$ cat config.mk
export PLATFORM = sky130hd
export DESIGN_NAME = sort4_sequencer_flat
export DESIGN_NICKNAME = d
export VERILOG_FILES = /design/src/rtl/sort4_if.sv /design/src/rtl/sort4_sequencer.sv /design/src/flat_wrapper.sv
export SDC_FILE = /design/constraint.sdc
export NUM_CORES = 1
export LEC_CHECK = 0
export CAP_MARGIN = 10
export CORE_MARGIN = 8
export CORE_UTILIZATION = 45
export DETAILED_ROUTE_END_ITERATION = 6
export PLACE_DENSITY = 0.72
export SETUP_SLACK_MARGIN = 0.02
export SLEW_MARGIN = 25
export SYNTH_ARGS = -nofsm -noshare
export SYNTH_HDL_FRONTEND = slang
export SYNTH_SLANG_ARGS = --single-unit
$ cat constraint.sdc
create_clock -name Clk -period 4 [get_ports Clk]
set_input_delay 1 -clock Clk [delete_from_list [all_inputs] [get_ports Clk]]
set_output_delay 1 -clock Clk [all_outputs]
set_load 0.02 [all_outputs]
$ cat src/rtl/sort4_if.sv
// sort4_if -- operand/result bundle for the four-operand sorter.
//
// Signals:
//   Start      request from the operand source (sampled while Busy=0)
//   D0..D3     4-bit unsigned operands, captured on an accepted Start
//   Busy       compare schedule running
//   Done       one-cycle pulse when Q0..Q3 hold the final result
//   Q0..Q3     working/result registers of the sorter
//   SwapCount  swaps performed by the last sort (0..6)
//
// Modports: master = operand source / consumer side, slave = sorter side.
interface sort4_if;
  logic       Start;
  logic [3:0] D0;
  logic [3:0] D1;
  logic [3:0] D2;
  logic [3:0] D3;
  logic       Busy;
  logic       Done;
  logic [3:0] Q0;
  logic [3:0] Q1;
  logic [3:0] Q2;
  logic [3:0] Q3;
  logic [2:0] SwapCount;

  modport master (
    output Start, D0, D1, D2, D3,
    input  Busy, Done, Q0, Q1, Q2, Q3, SwapCount
  );

  modport slave (
    input  Start, D0, D1, D2, D3,
    output Busy, Done, Q0, Q1, Q2, Q3, SwapCount
  );
endinterface

$ cat src/rtl/sort4_sequencer.sv
// sort4_sequencer -- multi-cycle sorter for four 4-bit unsigned operands.
//
// One combinational magnitude comparator is time-shared over a fixed
// bubble-sort schedule of six compare/swap steps. A Start/Busy/Done
// handshake sits between the operand source and the consumer.
//
// Ports:
//   Clk    sole clock, rising edge
//   Reset  synchronous, active-high; returns everything to zero / IDLE
//   bus    sort4_if.slave: Start, D0..D3 in; Busy, Done, Q0..Q3,
//          SwapCount out
//
// Parameter:
//   DESCENDING  0: ascending result (swap when left > right)
//               1: descending result (swap when left < right)
module sort4_sequencer #(
  parameter bit DESCENDING = 1'b0
) (
  input  logic Clk,
  input  logic Reset,
  sort4_if.slave bus
);

  typedef enum logic [1:0] {
    IDLE = 2'd0,
    CMP  = 2'd1,
    DONE = 2'd2
  } state_t;

  // Step 6 is a drain step: no compare, it only moves the FSM to DONE so
  // that Busy spans seven cycles and Done lands seven cycles after accept.
  localparam logic [2:0] LAST_STEP = 3'd6;

  state_t     state_q;
  logic [2:0] step_q;
  logic [3:0] r0_q, r1_q, r2_q, r3_q;
  logic [3:0] r0_d, r1_d, r2_d, r3_d;
  logic [2:0] swap_cnt_q;
  logic       busy_q;
  logic       done_q;

  logic [1:0] pair_sel;
  logic [3:0] cmp_a, cmp_b;
  logic       a_grt_b, a_ls_b, a_eq_b;
  logic       do_swap;

  // Schedule: pair 0 = (R0,R1), pair 1 = (R1,R2), pair 2 = (R2,R3)
  always_comb begin
    pair_sel = 2'd0;
    case (step_q)
      3'd0, 3'd3, 3'd5: pair_sel = 2'd0;
      3'd1, 3'd4:       pair_sel = 2'd1;
      3'd2:             pair_sel = 2'd2;
      default:          pair_sel = 2'd0;
    endcase
  end

  always_comb begin
    cmp_a = r0_q;
    cmp_b = r1_q;
    case (pair_sel)
      2'd1: begin
        cmp_a = r1_q;
        cmp_b = r2_q;
      end
      2'd2: begin
        cmp_a = r2_q;
        cmp_b = r3_q;
      end
      default: begin
        cmp_a = r0_q;
        cmp_b = r1_q;
      end
    endcase
  end

  // Shared magnitude comparator, purely combinational.
  always_comb begin
    a_grt_b = (cmp_a > cmp_b);
    a_ls_b  = (cmp_a < cmp_b);
    a_eq_b  = (cmp_a == cmp_b);
  end

  // Equal operands never swap, which keeps the sort stable.
  always_comb begin
    do_swap = !a_eq_b && (DESCENDING ? a_ls_b : a_grt_b);
  end

  // Working registers after the current compare step, swap applied.
  always_comb begin
    r0_d = r0_q;
    r1_d = r1_q;
    r2_d = r2_q;
    r3_d = r3_q;
    if (do_swap) begin
      case (pair_sel)
        2'd1: begin
          r1_d = r2_q;
          r2_d = r1_q;
        end
        2'd2: begin
          r2_d = r3_q;
          r3_d = r2_q;
        end
        default: begin
          r0_d = r1_q;
          r1_d = r0_q;
        end
      endcase
    end
  end

  always_ff @(posedge Clk) begin
    if (Reset) begin
      state_q    <= IDLE;
      step_q     <= 3'd0;
      r0_q       <= 4'd0;
      r1_q       <= 4'd0;
      r2_q       <= 4'd0;
      r3_q       <= 4'd0;
      swap_cnt_q <= 3'd0;
      busy_q     <= 1'b0;
      done_q     <= 1'b0;
    end else begin
      case (state_q)
        // DONE accepts Start exactly like IDLE for back-to-back sorts.
        IDLE, DONE: begin
          done_q <= 1'b0;
          if (bus.Start) begin
            r0_q       <= bus.D0;
            r1_q       <= bus.D1;
            r2_q       <= bus.D2;
            r3_q       <= bus.D3;
            swap_cnt_q <= 3'd0;
            step_q     <= 3'd0;
            busy_q     <= 1'b1;
            state_q    <= CMP;
          end else begin
            busy_q  <= 1'b0;
            state_q <= IDLE;
          end
        end
        CMP: begin
          if (step_q == LAST_STEP) begin
            busy_q  <= 1'b0;
            done_q  <= 1'b1;
            state_q <= DONE;
          end else begin
            r0_q   <= r0_d;
            r1_q   <= r1_d;
            r2_q   <= r2_d;
            r3_q   <= r3_d;
            step_q <= step_q + 3'd1;
            if (do_swap) begin
              swap_cnt_q <= swap_cnt_q + 3'd1;
            end
          end
        end
        default: begin
          state_q <= IDLE;
          busy_q  <= 1'b0;
          done_q  <= 1'b0;
        end
      endcase
    end
  end

  assign bus.Busy      = busy_q;
  assign bus.Done      = done_q;
  assign bus.Q0        = r0_q;
  assign bus.Q1        = r1_q;
  assign bus.Q2        = r2_q;
  assign bus.Q3        = r3_q;
  assign bus.SwapCount = swap_cnt_q;

endmodule
$ cat src/flat_wrapper.sv
// flat-port wrapper written by rule: the top's interface ports become plain ports
module sort4_sequencer_flat 
#(
  parameter bit DESCENDING = 1'b0
)
  (Clk, Reset, bus_Start, bus_D0, bus_D1, bus_D2, bus_D3, bus_Busy, bus_Done, bus_Q0, bus_Q1, bus_Q2, bus_Q3, bus_SwapCount);
  sort4_if bus_i ();
  input  logic Clk;
  input  logic Reset;
  input wire logic [$bits(bus_i.Start)-1:0] bus_Start;
  input wire logic [$bits(bus_i.D0)-1:0] bus_D0;
  input wire logic [$bits(bus_i.D1)-1:0] bus_D1;
  input wire logic [$bits(bus_i.D2)-1:0] bus_D2;
  input wire logic [$bits(bus_i.D3)-1:0] bus_D3;
  output wire logic [$bits(bus_i.Busy)-1:0] bus_Busy;
  output wire logic [$bits(bus_i.Done)-1:0] bus_Done;
  output wire logic [$bits(bus_i.Q0)-1:0] bus_Q0;
  output wire logic [$bits(bus_i.Q1)-1:0] bus_Q1;
  output wire logic [$bits(bus_i.Q2)-1:0] bus_Q2;
  output wire logic [$bits(bus_i.Q3)-1:0] bus_Q3;
  output wire logic [$bits(bus_i.SwapCount)-1:0] bus_SwapCount;
  assign bus_i.Start = bus_Start;
  assign bus_i.D0 = bus_D0;
  assign bus_i.D1 = bus_D1;
  assign bus_i.D2 = bus_D2;
  assign bus_i.D3 = bus_D3;
  assign bus_Busy = bus_i.Busy;
  assign bus_Done = bus_i.Done;
  assign bus_Q0 = bus_i.Q0;
  assign bus_Q1 = bus_i.Q1;
  assign bus_Q2 = bus_i.Q2;
  assign bus_Q3 = bus_i.Q3;
  assign bus_SwapCount = bus_i.SwapCount;
  sort4_sequencer #(.DESCENDING(DESCENDING)) u_core (.Clk(Clk), .Reset(Reset), .bus(bus_i));
endmodule
## Word-level counts from Yosys, hierarchy flattened

Index checks and enable logic that the tools add are counted.

| word-level totals | value |
|---|---|
| input port bits | 19 |
| bits in registers | 26 |
| bits in read-only memories | 0 |
| bits in latches | 0 |
| memories kept | 0 |
| RAM bits | 0 |
| output and inout bits | 21 |
| word-level logic and storage cells | 79 |

| operators by class | value |
|---|---|
| $lt $le $gt $ge | 1 |
| bitwise operators | 1 |
| div/mod/pow operators | 0 |
| add/sub/neg operators | 2 |
| equal/unequal tests | 17 |
| reduce and logical (&&, ||, !) cells | 14 |
| shift operators | 0 |
| $mul | 0 |
| muxes and demuxes | 35 |

Operator list:

| cell | count |
|---|---|
| 4-bit one-hot mux with 2 select lines | 8 |
| 4-bit two-way mux | 14 |
| 5-bit AND reduction | 4 |
| 3-bit two-way mux | 4 |
| 3-bit one-hot mux with 2 select lines | 2 |
| 2-bit != test, second input constant | 5 |
| 2-bit one-hot mux with 2 select lines | 2 |
| 2-bit OR reduction | 4 |
| 3-bit by 1-bit adder with 3-bit output, second input constant | 2 |
| 3-bit equality test, second input constant | 2 |
| 2-bit by 1-bit equality test with 1-bit output, second input constant | 2 |
| 2-bit equality test, second input constant | 2 |
| 4-bit equality test | 1 |
| 4-bit > comparator | 1 |
| 2-bit by 1-bit != test with 1-bit output, second input constant | 2 |
| 4-bit AND reduction | 1 |
| 3-bit by 1-bit equality test with 1-bit output, second input constant | 1 |
| 3-bit by 2-bit equality test with 1-bit output, second input constant | 1 |
| 1-bit two-way mux | 3 |
| 3-bit != test, second input constant | 1 |
| 3-bit AND reduction | 1 |
| 2-bit zero test | 1 |
| 2-bit two-way mux | 1 |
| 1-bit one-hot mux with 2 select lines | 1 |
| other kinds (4) | 4 |

## Logic depth before layout (Yosys ltp)

Gate-level depths: netlist of run 1.

| depth | value |
|---|---|
| depth in word-level cells | 11 |
| gate-level depth with buffers | 16 |

## Worst setup path after synthesis of run 1

No wires, ideal clock.

| path | value |
|---|---|
| path type | register to register |
| from | reg u_core.step_q[0] |
| to | reg u_core.r3_q[0], in the netlist u_core.bus.Q3[0] |
| arrival | 3.111 ns |
| period minus slack after synthesis | 3.191 ns |
| slack | 0.809 ns |
| path buffers | 2 |
| stages on the path, launching flop included | 13 |
| cells stage by stage | dfxtp_1 -> inv_1 -> ha_1 -> mux2_2 -> ha_1 -> clkbuf_1 -> clkbuf_1 -> o21ai_0 -> ha_1 -> a21oi_2 -> a211oi_2 -> or2_4 -> a211oi_2 |

| on the way | value |
|---|---|
| word-level cells in the longest chain between the ends | 10 |
| elaborated cells between the ends (all ways) | 18 |

RTL lines:

| what | RTL line | source |
|---|---|---|
| start, declared | sort4_sequencer.sv:35 | `logic [2:0] step_q;` |
| start signal, assigned | sort4_sequencer.sv:153 | `step_q <= step_q + 3'd1;` |
| parallel branches: the longest is 9 deep, another holds 4-bit > comparator | -- |  |
| 5-bit AND reduction (no source line) * | -- |  |
| end signal, assigned | sort4_sequencer.sv:133 | `r3_q <= bus.D3;` |
| end signal, assigned | sort4_sequencer.sv:152 | `r3_q <= r3_d;` |
| end, declared | sort4_sequencer.sv:36 | `logic [3:0] r0_q, r1_q, r2_q, r3_q;` |

Every way passes the cells marked *.
A chain may end at the register's enable or synchronous reset.

## Worst setup path after layout of run 1

| path | value |
|---|---|
| from | reg u_core.step_q[0] |
| to | reg u_core.r1_q[2], in the netlist u_core.bus.Q1[2] |

| on the way | value |
|---|---|
| word-level cells in the longest chain between the ends | 10 |
| elaborated cells between the ends (all ways) | 22 |

RTL lines:

| what | RTL line | source |
|---|---|---|
| parallel branches: the longest is 10 deep, another holds 4-bit > comparator | -- |  |
| end signal, assigned | sort4_sequencer.sv:131 | `r1_q <= bus.D1;` |
| end signal, assigned | sort4_sequencer.sv:150 | `r1_q <= r1_d;` |
| end, declared | sort4_sequencer.sv:36 |  |

Parallel ways; which one is timed is not known. The select of a mux whose other input is x is not followed.

==> results.py, run 1 <==
metrics = {
    "critical_path": {
        "rrSetupSlack_ns": 0.60,
        "endpoint_kind": "flip-flop",
        "crit_family": "compound AO/OA/AOI/OAI gates",
        "cp-start-kind": "flip-flop",
        "worstReg2RegStart": "u_core.step_q[0]$_SDFFE_PP0P_",
        "crit_required_ns": 4.20,
        "worstReg2RegEnd": "u_core.bus.Q1[2]$_SDFFE_PP0P_",
        "slowest_stage": "a2111oi_4",
        "cp.buffers_inverters": 3,
        "crit_chain": "inv_1 > ha_1 > mux2_2 > inv_1 > ha_1 > buf_4 > a22oi_1 > o21ai_0 > ha_1 > and4_1 > a2111oi_4 > o21ai_0 > a21oi_1",
        "cp_common_cell": "ha_1",
        "path_class": "flip-flop to flip-flop",
        "rr_worst_depth": 13,
        "arrival_ns": 3.60,
        "cp_max_fo": 9,
        "max_stage_delay_ns": 0.45,
    },
    "yosys": {
        "avgSynthCellArea_um2": 8.43,
        "synth_most_common_cell": "dfxtp_1",
        "yosys.area_share.xor_xnor_pct": 1.00,
        "synthTopCellsByCount": "26 x dfxtp_1, 24 x o21ai_0, 17 x mux2i_1, 17 x nand2_1, 15 x a21oi_1",
        "yosys.area_share.adder_pct": 7.89,
        "synth_area_um2": 1750,
        "yosysTopAreaCell": "dfxtp_1",
        "synth_cell_types": 38,
        "synth_simple_gate_area_share_pct": 18.0,
        "ys_seq_area_share_pct": 29.8,
        "yosys-top-cells-area": "dfxtp_1 30%, mux2i_1 9.7%, ha_1 7.9%, o21ai_0 6.9%, a21oi_1 4.3%",
        "synth_ff_type": "dfxtp_1",
        "synth_top_area_share_pct": 29.8,
        "synth_warnings": 0,
        "async_reset_ff_share_pct": 0,
        "synth_edf_count": 0,
        "synth_compound_area_share_pct": 28.0,
        "synthCells": 207,
        "synth-seq-cells": 26,
        "synth_nets": 237,
        "synth_top_family_by_area": "compound AO/OA/AOI/OAI gates",
        "synth_mux_area_share_pct": 10.4,
    },
    "grt": {
        "grt_pass1_wl_um": 7710,
        "grt_pass1_vias": 1555,
        "grt_max_degree": 27,
        "grt_usage_pct": 15.1,
        "antenna_found_initial": 0,
        "grt-ovfl-total": 0,
    },
    "drt": {
        "drc": 0,
        "first_iter_violations": 99,
        "routed_via_density": 5.74,
        "firstDrtPassIters": 4,
        "wl_per_cell_um": 16.7,
        "vias": 1637,
        "routed_wirelength_um": 4760,
        "ant_nets": 0,
    },
    "floorplanning": {
        "fp.coreArea_um2": 3690,
        "fp.dieH_um": 78.3,
        "rows": 22,
        "start_util_pct": 47.3,
        "ios": 40,
        "die-area_um2": 6130,
        "die_w_um": 78.3,
    },
    "cells_and_area": {
        "postLayoutCellArea_um2": 2190,
        "fillers": 348,
        "diodes": 0,
        "finish.utilization_pct": 59.5,
        "area_growth_pct": 25.7,
        "fin_cells": 285,
        "layout.nets": 268,
        "drive_above_1_share_pct": 8.86,
    },
    "placed_design": {
        "dpl.cell_count": 281,
        "hpwl_um": 3530,
        "post_dp_cell_area_um2": 2140,
        "place.gp.congestion": 0.896,
        "numPortBuffers": 39,
    },
    "cts": {
        "clkTransAtPathRegs_ns": 0.10,
        "clkLatencyLatePin_ns": 0.27,
        "htreeDepth": 1,
        "post_cts_buffers": 0,
        "clock_sinks": 26,
        "ctsHoldBuffers": 0,
        "post_cts_resized": 0,
        "cts_buffer_depth": 2,
        "cts_tree": "yes",
        "cts-root-buf": "clkbuf_8",
        "numCtsBuffers": 3,
    },
    "sta": {
        "setup_viol": 0,
        "slew_headroom_pct": 60.3,
        "worst_slew_pin_slew_ns": 0.595,
        "rsz0062_at_grt": "no",
        "hold_viol_final": 0,
        "fin_crit_sh_pct": 85.0,
        "finalSetupTns_ns": 0,
        "fmax_mhz": 294,
        "period_needed_ns": 3.40,
        "worst_hold_slack_ns": 0.487,
        "finClkSkew_ns": 0.00904,
        "slew_viol_final": 0,
    },
    "pwr": {
        "powerDensity_nw_per_um2": 384,
        "peakVddDrop_mv": 0.207,
        "p_leak_nw": 0.783,
    },
    "run": {
        "drv_cap": 0,
    },
    "worst_hold_path": {
        "worst_hold_path_type": "flip-flop to flip-flop",
        "hold_end": "u_core.bus.Busy$_SDFFE_PP0P_",
        "min_path_cells": 1,
        "min_from": "u_core.bus.Busy$_SDFFE_PP0P_",
    },
    "outcome": {
        "status": "complete, no violations",
    },
}
==> area by class of cell <==
type                       instances  area [µm²]  share of cell area, %
inverter                           4        15.0                  0.685
sequential                        26         520                   23.7
multi-input combinational        162        1140                   52.1
tap                               48        60.1                   2.74
clock buffer                       4        55.1                   2.51
timing repair buffer              41         400                   18.3
==> worst max-delay path by stage <==
stage                                              from                                   end  cells past startpoint
after floorplan           u_core.step_q[0]$_SDFFE_PP0P_         u_core.bus.Q3[0]$_SDFFE_PP0P_                     12
after global placement    u_core.step_q[0]$_SDFFE_PP0P_         u_core.bus.Q1[3]$_SDFFE_PP0P_                     13
after detailed placement  u_core.step_q[0]$_SDFFE_PP0P_  u_core.bus.SwapCount[2]$_SDFFE_PP0P_                     11
after CTS                 u_core.step_q[0]$_SDFFE_PP0P_         u_core.bus.Q1[3]$_SDFFE_PP0P_                     13
after global routing      u_core.step_q[0]$_SDFFE_PP0P_         u_core.bus.Q2[2]$_SDFFE_PP0P_                     15
final                     u_core.step_q[0]$_SDFFE_PP0P_         u_core.bus.Q1[2]$_SDFFE_PP0P_                     13
==> cell families after synthesis <==
group	after synthesis
compound gates	68
mux	18
buf+inv	19
fa+ha+maj	11
xor+xnor	2
flops	26
simple gates	63
==> worst register-to-register path: stages (launching register included) <==
cell,delay (ns)
dfxtp_1,0.42
inv_1,0.09
ha_1,0.20
mux2_2,0.27
inv_1,0.06
ha_1,0.40
buf_4,0.25
a22oi_1,0.09
o21ai_0,0.20
ha_1,0.32
and4_1,0.30
a2111oi_4,0.45
o21ai_0,0.14
a21oi_1,0.13
==> metal layers <==
layer  vias to the layer above  share of wire (%)  GRT usage, %
met5                         -                  0             0
met4                         0               0.53          4.26
met3                         4                5.2          2.96
met2                        42                 46          24.3
met1                       768                 48          20.0
li1                        823                  -             -
==> cell usage in the layout (no fill, tap or decap), drive strengths merged, types with 7 or more instances in the layout <==
| cell type | instances |
|---|---|
| a21oi | 18 |
| mux2i | 17 |
| ha | 11 |
| a211oi | 7 |
| clkdlybuf4s50 | 38 |
| nor2 | 9 |
| a22oi | 9 |
| nor3 | 12 |
| nand2 | 18 |
| dfxtp | 26 |
| o21ai | 25 |
| nand3 | 10 |
==> metrics by stage <==
step | setup WS, ns | total power, mW
finish | 0.601 | 0.841
global route | 0.332 | 0.888
CTS | 0.585 | 0.844
detailed placement | 0.625 | 0.671
global placement | 0.692 | 0.668
floorplan | 0.809 | 0.556
==> registers in the layout, summed over array words and instances (netlist names) <==
name                  cells
u_core.bus.Done           1
u_core.bus.Busy           1
u_core.bus.Q1             4
u_core.bus.SwapCount      3
u_core.state_q            2
u_core.bus.Q2             4
u_core.bus.Q0             4
u_core.bus.Q3             4
u_core.step_q             3
==> power by group <==
part,internal (mW),switching (mW),total [mW]
logic,0.150,0.197,0.347
clock network,0.0881,0.0862,0.174
registers,0.283,0.0363,0.320
No activity file was read; power rests on OpenSTA's default activity.
==> inputs of run 2 (changes only) <==
--- a/config.mk
+++ b/config.mk
@@ -9,7 +9,7 @@
 export CORE_MARGIN = 8
 export CORE_UTILIZATION = 45
 export DETAILED_ROUTE_END_ITERATION = 6
-export PLACE_DENSITY = 0.72
+export PLACE_DENSITY = 0.75
 export SETUP_SLACK_MARGIN = 0.02
 export SLEW_MARGIN = 25
 export SYNTH_ARGS = -nofsm -noshare
==> constraint.sdc (replaced) <==
create_clock -name Clk -period 2.97 [get_ports Clk]
set_input_delay 0.7425 -clock Clk [delete_from_list [all_inputs] [get_ports Clk]]
set_output_delay 0.7425 -clock Clk [all_outputs]
set_load 0.02 [all_outputs]
==> results.py, run 2 (same netlist as run 1, synthesis figures left out) <==
metrics = {
    "outcome": {
        "status": "complete, no violations",
    },
    "worst_hold_path": {
        "worst_hold_path_type": "flip-flop to flip-flop",
    },
    "cells_and_area": {
        "diodes": 0,
        "drive_above_1_share_pct": 21.3,
        "postLayoutCellArea_um2": 2440,
        "layout.cells.most_common_list": "39 x clkdlybuf4s50_1, 24 x dfxtp_1, 20 x o21ai_0",
        "layout_commonest_cell": "clkdlybuf4s50_1",
        "area_growth_pct": 39.7,
        "layout.nets": 285,
    },
    "placed_design": {
        "post_dp_cell_area_um2": 2270,
        "place.gp.congestion": 0.872,
        "detailedPlace.worstSlack_ns": -0.0576,
        "numPortBuffers": 39,
        "hpwl_um": 3680,
    },
    "drt": {
        "wl_per_cell_um": 16.4,
        "firstDrtPassIters": 4,
        "drc": 0,
        "ant_nets": 0,
        "vias": 1740,
        "routed_via_density": 5.78,
        "first_iter_violations": 103,
        "routed_wirelength_um": 4930,
    },
    "floorplanning": {
        "ios": 40,
        "start_util_pct": 47.3,
        "die_w_um": 78.3,
        "rows": 22,
        "die-area_um2": 6130,
        "fp.dieH_um": 78.3,
        "fp.coreArea_um2": 3690,
    },
    "sta": {
        "finClkSkew_ns": 0.00181,
        "setup_viol": 0,
        "fmax_mhz": 342,
        "period_needed_ns": 2.92,
        "slew_viol_final": 0,
        "setup_slack_ns": 0.0481,
        "rsz0062_at_grt": "yes",
        "slew_headroom_pct": 74.6,
        "worst_slew_pin_slew_ns": 0.380,
        "worst_hold_slack_ns": 0.471,
        "fin_crit_sh_pct": 98.4,
        "hold_viol_final": 0,
    },
    "cts": {
        "htreeDepth": 1,
        "clock_sinks": 26,
        "cts_tree": "yes",
        "clkTransAtPathRegs_ns": 0.09,
        "ctsHoldBuffers": 0,
        "clkLatencyLatePin_ns": 0.27,
        "cts-root-buf": "clkbuf_8",
        "numCtsBuffers": 3,
        "cts_buffer_depth": 2,
    },
    "critical_path": {
        "endpoint_kind": "flip-flop",
        "cp-start-kind": "flip-flop",
        "cp_max_fo": 7,
        "crit_required_ns": 3.17,
        "path_class": "flip-flop to flip-flop",
        "arrival_ns": 3.12,
    },
    "pwr": {
        "p_leak_nw": 0.882,
        "powerDensity_nw_per_um2": 477,
        "peakVddDrop_mv": 0.366,
        "power_mw": 1.16,
    },
    "grt": {
        "grt_pass1_vias": 1691,
        "antenna_found_initial": 0,
        "grt_usage_pct": 16.0,
        "grt_pass1_wl_um": 8190,
        "grt_max_degree": 27,
        "grt-ovfl-total": 0,
    },
    "run": {
        "drv_cap": 0,
    },
}
[run 2: through the flow]
| stage | TNS, ns | utilization [%] | cells |
|---|---|---|---|
| floorplan | 0 | - | 207 |
| global placement | 0 | 61.5 | 295 |
| detailed placement | -0.304 | 61.5 | 295 |
| CTS | 0 | 62.8 | 298 |
| global route | -0.135 | 66.1 | 301 |
| finish | 0 | 66.1 | 301 |
[run 2: timing repair]
item / in CTS / in global routing
setup buffers: 0 / 2
pin swaps: 2 / 12
cloned: 0 / 1
gates resized for setup: 2 / 28
setup endpoints to repair: 17 / 19
hold endpoints to repair: 0 / 0
[run 2: final timing paths]
check	start	to	slack (ns)	cells after the start
setup / recovery	u_core.step_q[1]$_SDFFE_PP0P_	u_core.bus.Q3[2]$_SDFFE_PP0P_	0.05	15
hold / removal	u_core.bus.Busy$_SDFFE_PP0P_	u_core.bus.Busy$_SDFFE_PP0P_	0.47	1
setup reg to reg	u_core.step_q[1]$_SDFFE_PP0P_	u_core.bus.Q3[2]$_SDFFE_PP0P_	0.05	15
hold reg to reg	u_core.bus.Busy$_SDFFE_PP0P_	u_core.bus.Busy$_SDFFE_PP0P_	0.47	1
[run 2: per-layer routing]
metal	share of wire, %	wire, µm	track usage [%]
met5	0	0	0
met3	5.3	261	2.51
met4	1.0	51	4.63
met1	46	2270	21.8
met2	48	2350	25.4
[run 2: final cells by class]
| cell class | instances | area (µm²) |
|---|---|---|
| Multi-Input combinational cell | 162 | 1260 |
| Fill cell | 324 | 1250 |
| Timing Repair Buffer | 58 | 534 |
| Sequential cell | 26 | 526 |
| Tap cell | 48 | 60.1 |
| Clock buffer | 3 | 41.3 |
| Inverter | 4 | 17.5 |
[run 2: power breakdown]
| part | leakage [nW] | internal (mW) | switching, mW |
|---|---|---|---|
| registers | 0.214 | 0.382 | 0.0493 |
| clock network | 0.0216 | 0.0911 | 0.112 |
| logic | 0.646 | 0.239 | 0.290 |
[run 2: critical path, stage by stage, from the launching register on]
cell and delay (ns):
dfxtp_2 0.34, inv_2 0.05, ha_2 0.16, mux2_4 0.29, inv_2 0.07, ha_4 0.12, buf_6 0.11, a22oi_2 0.07
nor2_1 0.10, a21oi_1 0.05, ha_1 0.32, nor2b_4 0.15, o211ai_4 0.35, a211oi_4 0.14, or2_4 0.28, a211oi_2 0.22
==> inputs of run 3 (changes only) <==
--- a/config.mk
+++ b/config.mk
@@ -9,6 +9,7 @@
 export CORE_MARGIN = 8
 export CORE_UTILIZATION = 45
 export DETAILED_ROUTE_END_ITERATION = 6
+export GPL_TIMING_DRIVEN = 0
 export PLACE_DENSITY = 0.75
 export SETUP_SLACK_MARGIN = 0.02
 export SLEW_MARGIN = 25
==> results.py, run 3 (same netlist as run 1, synthesis figures left out) <==
metrics = {
    "pwr": {
        "peakVddDrop_mv": 0.421,
        "powerDensity_nw_per_um2": 539,
        "p_leak_nw": 0.932,
    },
    "cells_and_area": {
        "fin_cells": 313,
        "drive_above_1_share_pct": 24.5,
        "regArea_um2": 523,
        "area_growth_pct": 47.0,
        "layout.nets": 296,
        "layout.cells.most_common_list": "38 x clkdlybuf4s50_1, 24 x dfxtp_1, 17 x mux2i_1",
        "diodes": 0,
        "layout_commonest_cell": "clkdlybuf4s50_1",
        "fillers": 303,
        "postLayoutCellArea_um2": 2560,
        "finish.utilization_pct": 69.5,
        "multiInputGateArea_um2": 1280,
    },
    "critical_path": {
        "cp_max_fo": 5,
        "crit_chain": "inv_2 > ha_2 > mux2_4 > inv_4 > ha_4 > buf_2 > a22oi_1 > o21ai_0 > ha_1 > nand4_1 > nand2_2 > a211oi_4 > or2_4 > a211oi_2",
        "max_stage_delay_ns": 0.35,
        "arrival_ns": 3.09,
        "path_class": "flip-flop to flip-flop",
        "cp-start-kind": "flip-flop",
        "crit_required_ns": 3.11,
        "slowest_stage": "dfxtp_2",
        "endpoint_kind": "flip-flop",
    },
    "cts": {
        "numCtsBuffers": 3,
        "ctsHoldBuffers": 0,
        "cts_buffer_depth": 2,
        "htreeDepth": 1,
        "clkLatencyLatePin_ns": 0.27,
        "cts-root-buf": "clkbuf_8",
        "clkTransAtPathRegs_ns": 0.10,
        "clock_sinks": 26,
        "cts_tree": "yes",
    },
    "outcome": {
        "status": "complete, no violations",
    },
    "drt": {
        "first_iter_violations": 231,
        "firstDrtPassIters": 5,
        "routed_wirelength_um": 5540,
        "routed_via_density": 5.96,
        "drc": 0,
        "ant_nets": 0,
        "wl_per_cell_um": 17.7,
        "vias": 1866,
    },
    "sta": {
        "setup_viol": 0,
        "slew_headroom_pct": 55.8,
        "finClkSkew_ns": 0.00446,
        "slew_viol_final": 0,
        "period_needed_ns": 2.95,
        "fmax_mhz": 339,
        "hold_viol_final": 0,
        "fin_crit_sh_pct": 99.5,
        "worst_hold_slack_ns": 0.477,
        "worst_slew_pin_slew_ns": 0.663,
        "rsz0062_at_grt": "yes",
        "setup_slack_ns": 0.0162,
    },
    "grt": {
        "grt_pass1_vias": 1858,
        "grt_pass1_wl_um": 8780,
        "grt-ovfl-total": 0,
        "antenna_found_initial": 0,
        "grt_usage_pct": 17.0,
        "grt_max_degree": 16,
    },
    "placed_design": {
        "dpl.cell_count": 293,
        "post_dp_cell_area_um2": 2240,
        "hpwl_um": 3800,
        "numPortBuffers": 38,
        "detailedPlace.worstSlack_ns": -0.236,
        "place.gp.congestion": 0.901,
    },
    "floorplanning": {
        "die-area_um2": 6130,
        "die_w_um": 78.3,
        "rows": 22,
        "start_util_pct": 47.3,
        "fp.dieH_um": 78.3,
        "ios": 40,
        "fp.coreArea_um2": 3690,
    },
    "worst_hold_path": {
        "worst_hold_path_type": "flip-flop to flip-flop",
    },
    "run": {
        "drv_cap": 0,
    },
}
run 3: per-layer routing:
layer / track usage [%] / part of all wire [%] / wire [µm] / vias up
met3: 3.19 / 7.3 / 404 / 22
met5: 0 / 0 / 0 / -
li1: - / - / - / 876
met1: 21.7 / 42 / 2340 / 872
met2: 28.0 / 48 / 2680 / 96
met4: 5.93 / 2.0 / 111 / 0
run 3: metrics by stage:
step / total power [mW] / TNS, ns
2_1_floorplan: 0.774 / 0
3_3_place_gp: 0.928 / -2.35
3_5_place_dp: 0.931 / -3.17
4_1_cts: 1.31 / 0
5_1_grt: 1.45 / -0.685
6_report: 1.38 / 0
run 3: final timing paths:
path | startpoint | slack [ns] | to | cells after the start
worst max-delay path | u_core.step_q[1]$_SDFFE_PP0P_ | 0.02 | u_core.bus.Q3[2]$_SDFFE_PP0P_ | 14
worst min-delay path | u_core.bus.Busy$_SDFFE_PP0P_ | 0.48 | u_core.bus.Busy$_SDFFE_PP0P_ | 1
worst max register to register | u_core.step_q[1]$_SDFFE_PP0P_ | 0.02 | u_core.bus.Q3[2]$_SDFFE_PP0P_ | 14
worst min register to register | u_core.bus.Busy$_SDFFE_PP0P_ | 0.48 | u_core.bus.Busy$_SDFFE_PP0P_ | 1
run 3: repair_timing:
item / 4_1_cts / 5_1_grt
hold endpoints to repair: 0 / 0
setup buffers: 12 / 4
gates resized for setup: 20 / 26
gates cloned: 2 / 0
pin swaps: 9 / 24
endpoints found under the setup margin: 19 / 19
run 3: power by group:
group | switching, mW | leakage [nW] | internal (mW)
clock network | 0.119 | 0.0357 | 0.180
registers | 0.0492 | 0.214 | 0.382
logic | 0.335 | 0.682 | 0.316
total | 0.503 | 0.932 | 0.879
run 3: worst max-delay path, delay by kind of cell, from the launching register on:
kind / cells / cell delay [ns]
AOI/OAI and AO/OA: 4 / 0.75
adders and majority gates: 3 / 0.63
and+or+nand+nor: 3 / 0.51
DFF: 1 / 0.35
muxes: 1 / 0.30
buffers and inverters: 3 / 0.28
run 3: layout make-up:
cell class / instances / share of cell area, %
well taps: 48 / 2.34
multi-input cells: 162 / 50.1
flip-flops and latches: 26 / 20.4
clock inverters: 1 / 1.17
plain buffers: 13 / 3.27
repair buffers: 56 / 20.4
clock buffers: 3 / 1.61
inverters: 4 / 0.683
==> RTL edit 1: new RTL, settings of run 3 <==
The 3 states of `state_t` get a one-hot encoding in 3 bits.
--- a/src/rtl/sort4_sequencer.sv
+++ b/src/rtl/sort4_sequencer.sv
@@ -21,10 +21,10 @@
   sort4_if.slave bus
 );
 
-  typedef enum logic [1:0] {
-    IDLE = 2'd0,
-    CMP  = 2'd1,
-    DONE = 2'd2
+  typedef enum logic [2:0] {
+    IDLE = 3'b001,
+    CMP  = 3'b010,
+    DONE = 3'b100
   } state_t;
 
   // Step 6 is a drain step: no compare, it only moves the FSM to DONE so
Formal check against the unedited RTL: no difference found for any inputs over 10 cycles, from zero or initial values and one cycle with Reset high; not proved beyond that.
==> RTL edit 1 against run 3 <==
The flow now finishes with violations (negative setup slack); setup slack worse by 0.045 ns; die area about the same; sequential cell count grew 1; synthesized area barely moved; wire length is 3.8% lower; final area shrank 2.4%; highest routed layer unchanged.
Power is not compared: it rests on default switching activity, and its combinational part moved more than twofold at a synthesized area within 25%.
==> RTL edit 1: results <==
[timing]
finalWorstSetupSlack_ns = -0.0288
finalClockSkew_ns = 0.00624
setup_viol = 2
hold_slack_ns = 0.489

[yosys]
yosys.area_share.adder_pct = 7.88
synth_xor_area_share_pct = 1.00
synth_compound_area_share_pct = 28.4
synth_commonest_cells = 28 x a21oi_1, 27 x dfxtp_1, 19 x mux2i_1
syn_area_per_cell_sq_um = 8.48
synth_nets = 236
synth_seq_area_share_pct = 30.9

[placed_design]
pre_cts_ws_ns = -0.298
gp_congestion = 0.942
io_buffers = 39

[final_layout]
fin_nets = 290
layout-drive-gt1-share_pct = 18.9

[grt]
met2_usage_pct = 27.3
met3_usage_pct = 3.53
grt_pass1_wl_mm = 8.51

[routing]
met2RoutedLength_mm = 2.57
viasPerCell = 5.71
wl_met3_um = 253

[worst_setup_path]
critical-path-top-delay-family = simple AND/OR/NAND/NOR gates
worst-path-max-fanout = 6
ff2ff_path_depth = 15
slowest_stage = or3_4
crit_end = u_core.bus.Q1[3]$_SDFFE_PP0P_

[outcome]
outcome = complete, but fails checks
violations = negative setup slack
[RTL edit 1: cell count changes after synthesis, sizes merged, moves of 6 or more]
cell	before	now
a21oi	18	28
nand3	10	1
o21ai	25	9
nor3	12	4
nor2	9	15
[RTL edit 1: layout make-up]
class | count | area (sq um) | area share (%)
Inverter | 6 | 27.5 | 1.10
Multi-Input combinational cell | 156 | 1210 | 48.4
Sequential cell | 27 | 548 | 21.9
Tap cell | 48 | 60.1 | 2.40
Buffer | 13 | 96.3 | 3.85
Clock buffer | 4 | 45.0 | 1.80
Timing Repair Buffer | 53 | 515 | 20.6
[RTL edit 1: what timing repair did]
action,in CTS,in global routing
cloned,1,1
pin swaps,10,13
buffers inserted,8,4
endpoints found under the setup margin,19,19
resized for setup,13,19
[RTL edit 1: power by group]
group | internal (W) | switching [W] | total, W
combinational | 0.000136 | 0.000145 | 0.000281
sequential | 0.000385 | 0.0000384 | 0.000424
clock | 0.0000965 | 0.000122 | 0.000219
==> RTL edit 2: new RTL, flow settings as in run 3 <==
Without the edit above. `DESCENDING` is set to 1'b0 in 2 places; all go to 1'b1.
--- a/src/rtl/sort4_sequencer.sv
+++ b/src/rtl/sort4_sequencer.sv
@@ -14,7 +14,7 @@
 //   DESCENDING  0: ascending result (swap when left > right)
 //               1: descending result (swap when left < right)
 module sort4_sequencer #(
-  parameter bit DESCENDING = 1'b0
+  parameter bit DESCENDING = 1'b1
 ) (
   input  logic Clk,
   input  logic Reset,
--- a/src/flat_wrapper.sv
+++ b/src/flat_wrapper.sv
@@ -1,7 +1,7 @@
 // flat-port wrapper written by rule: the top's interface ports become plain ports
 module sort4_sequencer_flat 
 #(
-  parameter bit DESCENDING = 1'b0
+  parameter bit DESCENDING = 1'b1
 )
   (Clk, Reset, bus_Start, bus_D0, bus_D1, bus_D2, bus_D3, bus_Busy, bus_Done, bus_Q0, bus_Q1, bus_Q2, bus_Q3, bus_SwapCount);
   sort4_if bus_i ();
Behaviour: not the same (Yosys sat finds a counterexample within 4 cycles, from zero or initial values and one cycle with Reset high).
==> RTL edit 2 against run 3 <==
The flow now finishes with violations (negative setup slack); critical endpoint is now u_core.bus.Q1[1]$_SDFFE_PP0P_; final area is 4.8% lower; synthesized cell count is 1.4% higher; maximum frequency is 2.9% lower; sequential cell count stayed put; power is 22% lower; sequential share of layout area is 1.1 points higher; wire length is 3.1% lower; synthesized area is 7.0% lower; setup slack worse by 0.087 ns; worst hold slack better by 0.024 ns; first-iteration DRC count is 29% lower; clock skew is 0.010 ns higher.
==> RTL edit 2: results <==
[outcome]
outcome = complete, but fails checks
violations = negative setup slack

[routing]
viasPerCell = 5.72
wl_met3_um = 335
met1_length_mm = 2.35
drtPass1Iterations = 4
met2RoutedLength_mm = 2.61
drtIter0Drc = 165
wirelength_mm = 5.37

[yosys]
synth_seq_area_share_pct = 32.0
yosysUniqueCellTypes = 33
synth_commonest_cells = 31 x a21oi_1, 28 x nand2_1, 26 x dfxtp_1
yosys.area_share.adder_pct = 8.47
synth_xor_area_share_pct = 1.08
synth_compound_area_share_pct = 29.6
synth_nets = 240
synth_area_leaders = dfxtp_1 32%, a21oi_1 9.6%, ha_1 8.5%
syn_area_per_cell_sq_um = 7.73
synthMuxAreaShare_pct = 5.62

[grt]
grt_pass1_wl_mm = 8.17
grt_util_all_layers_pct = 16.7
grt_pass1_vias = 1699
grt_max_degree = 16

[power_and_ir_drop]
irDropWorstVdd_uv = 229
p_leak_nw = 0.858

[placed_design]
dpl.hpwl_mm = 3.63
gp_congestion = 0.897
dp.cells = 296

[final_layout]
fin_area_sq_um = 2440
antennaDiodeCount = 0
nFillCells = 288
layout-drive-gt1-share_pct = 22.6

[timing]
finalWorstSetupSlack_ns = -0.0705
finalClockSkew_ns = 0.0150
setup_viol = 11
relSlewSlack_pct = 55.8
hold_slack_ns = 0.501

[worst_setup_path]
critical_path_arrival_ns = 3.31
slowest_stage = dfxtp_4
ff2ff_path_depth = 13
worst-path-max-fanout = 12
reg2reg_from = u_core.step_q[0]$_SDFFE_PP0P_
crit_path_max_incr_delay_ns = 0.41

[clock_network]
cts_root_buffer = clkbuf_4
RTL edit 2: cell count changes after synthesis, sizes merged, moves of 5 or more:
cell / before / now
nand3: 10 / 1
or3: 0 / 6
a21oi: 18 / 31
mux2i: 17 / 8
nor3: 12 / 5
a211o: 1 / 8
nand2: 18 / 29
clkbuf: 9 / 14
a211oi: 7 / 1
RTL edit 2: layer usage:
metal / track usage [%] / vias to the layer above
li1: - / 870
met1: 20.4 / 841
met2: 28.4 / 72
met3: 2.59 / 8
met4: 6.35 / 0
met5: 0 / -
RTL edit 2: kinds of logic after synthesis:
logic type | after synthesis
mux | 9
buf+inv | 22
fa+ha+maj | 11
simple gates | 61
flops | 26
xor+xnor | 2
compound gates | 79
RTL edit 2: layout make-up:
class	count	area share, %
timing repair buffer	56	22.1
sequential	26	21.5
clock buffer	3	0.923
buffer	12	3.54
inverter	5	0.871
tap	48	2.46
clock inverter	1	1.23
multi-input combinational	162	47.3
RTL edit 2: timing repair:
| item | in CTS | in global routing |
|---|---|---|
| setup buffers | 9 | 6 |
| resized for setup | 11 | 38 |
| cloned | 2 | 1 |
| pin swaps | 9 | 11 |
| setup endpoints to repair | 19 | 19 |
RTL edit 2: worst reg2reg max path, cell delays in order (launching register included):
cell and delay [ns]:
dfxtp_4 0.41, inv_4 0.04, ha_4 0.14, mux2_4 0.28
ha_4 0.22, a22oi_2 0.21, nor2_4 0.06, a21oi_2 0.10
ha_1 0.25, a21o_1 0.22, o31a_4 0.41, buf_6 0.15
or3_4 0.33, a21oi_2 0.14
RTL edit 2: metrics by stage:
step                      setup WS, ns  setup TNS (ns)
final                          -0.0705          -0.243
after detailed placement        -0.296           -4.41
after global placement          -0.244           -3.50
after CTS                      -0.0212          -0.120
after global routing            -0.155           -1.46
after floorplan                 0.0210               0
RTL edit 2: where the power goes:
group | total, W | leakage (nW) | switching, W | internal [W]
clock | 0.000254 | 0.0279 | 0.000118 | 0.000136
combinational | 0.000405 | 0.617 | 0.000205 | 0.000200
sequential | 0.000415 | 0.214 | 0.0000404 | 0.000375
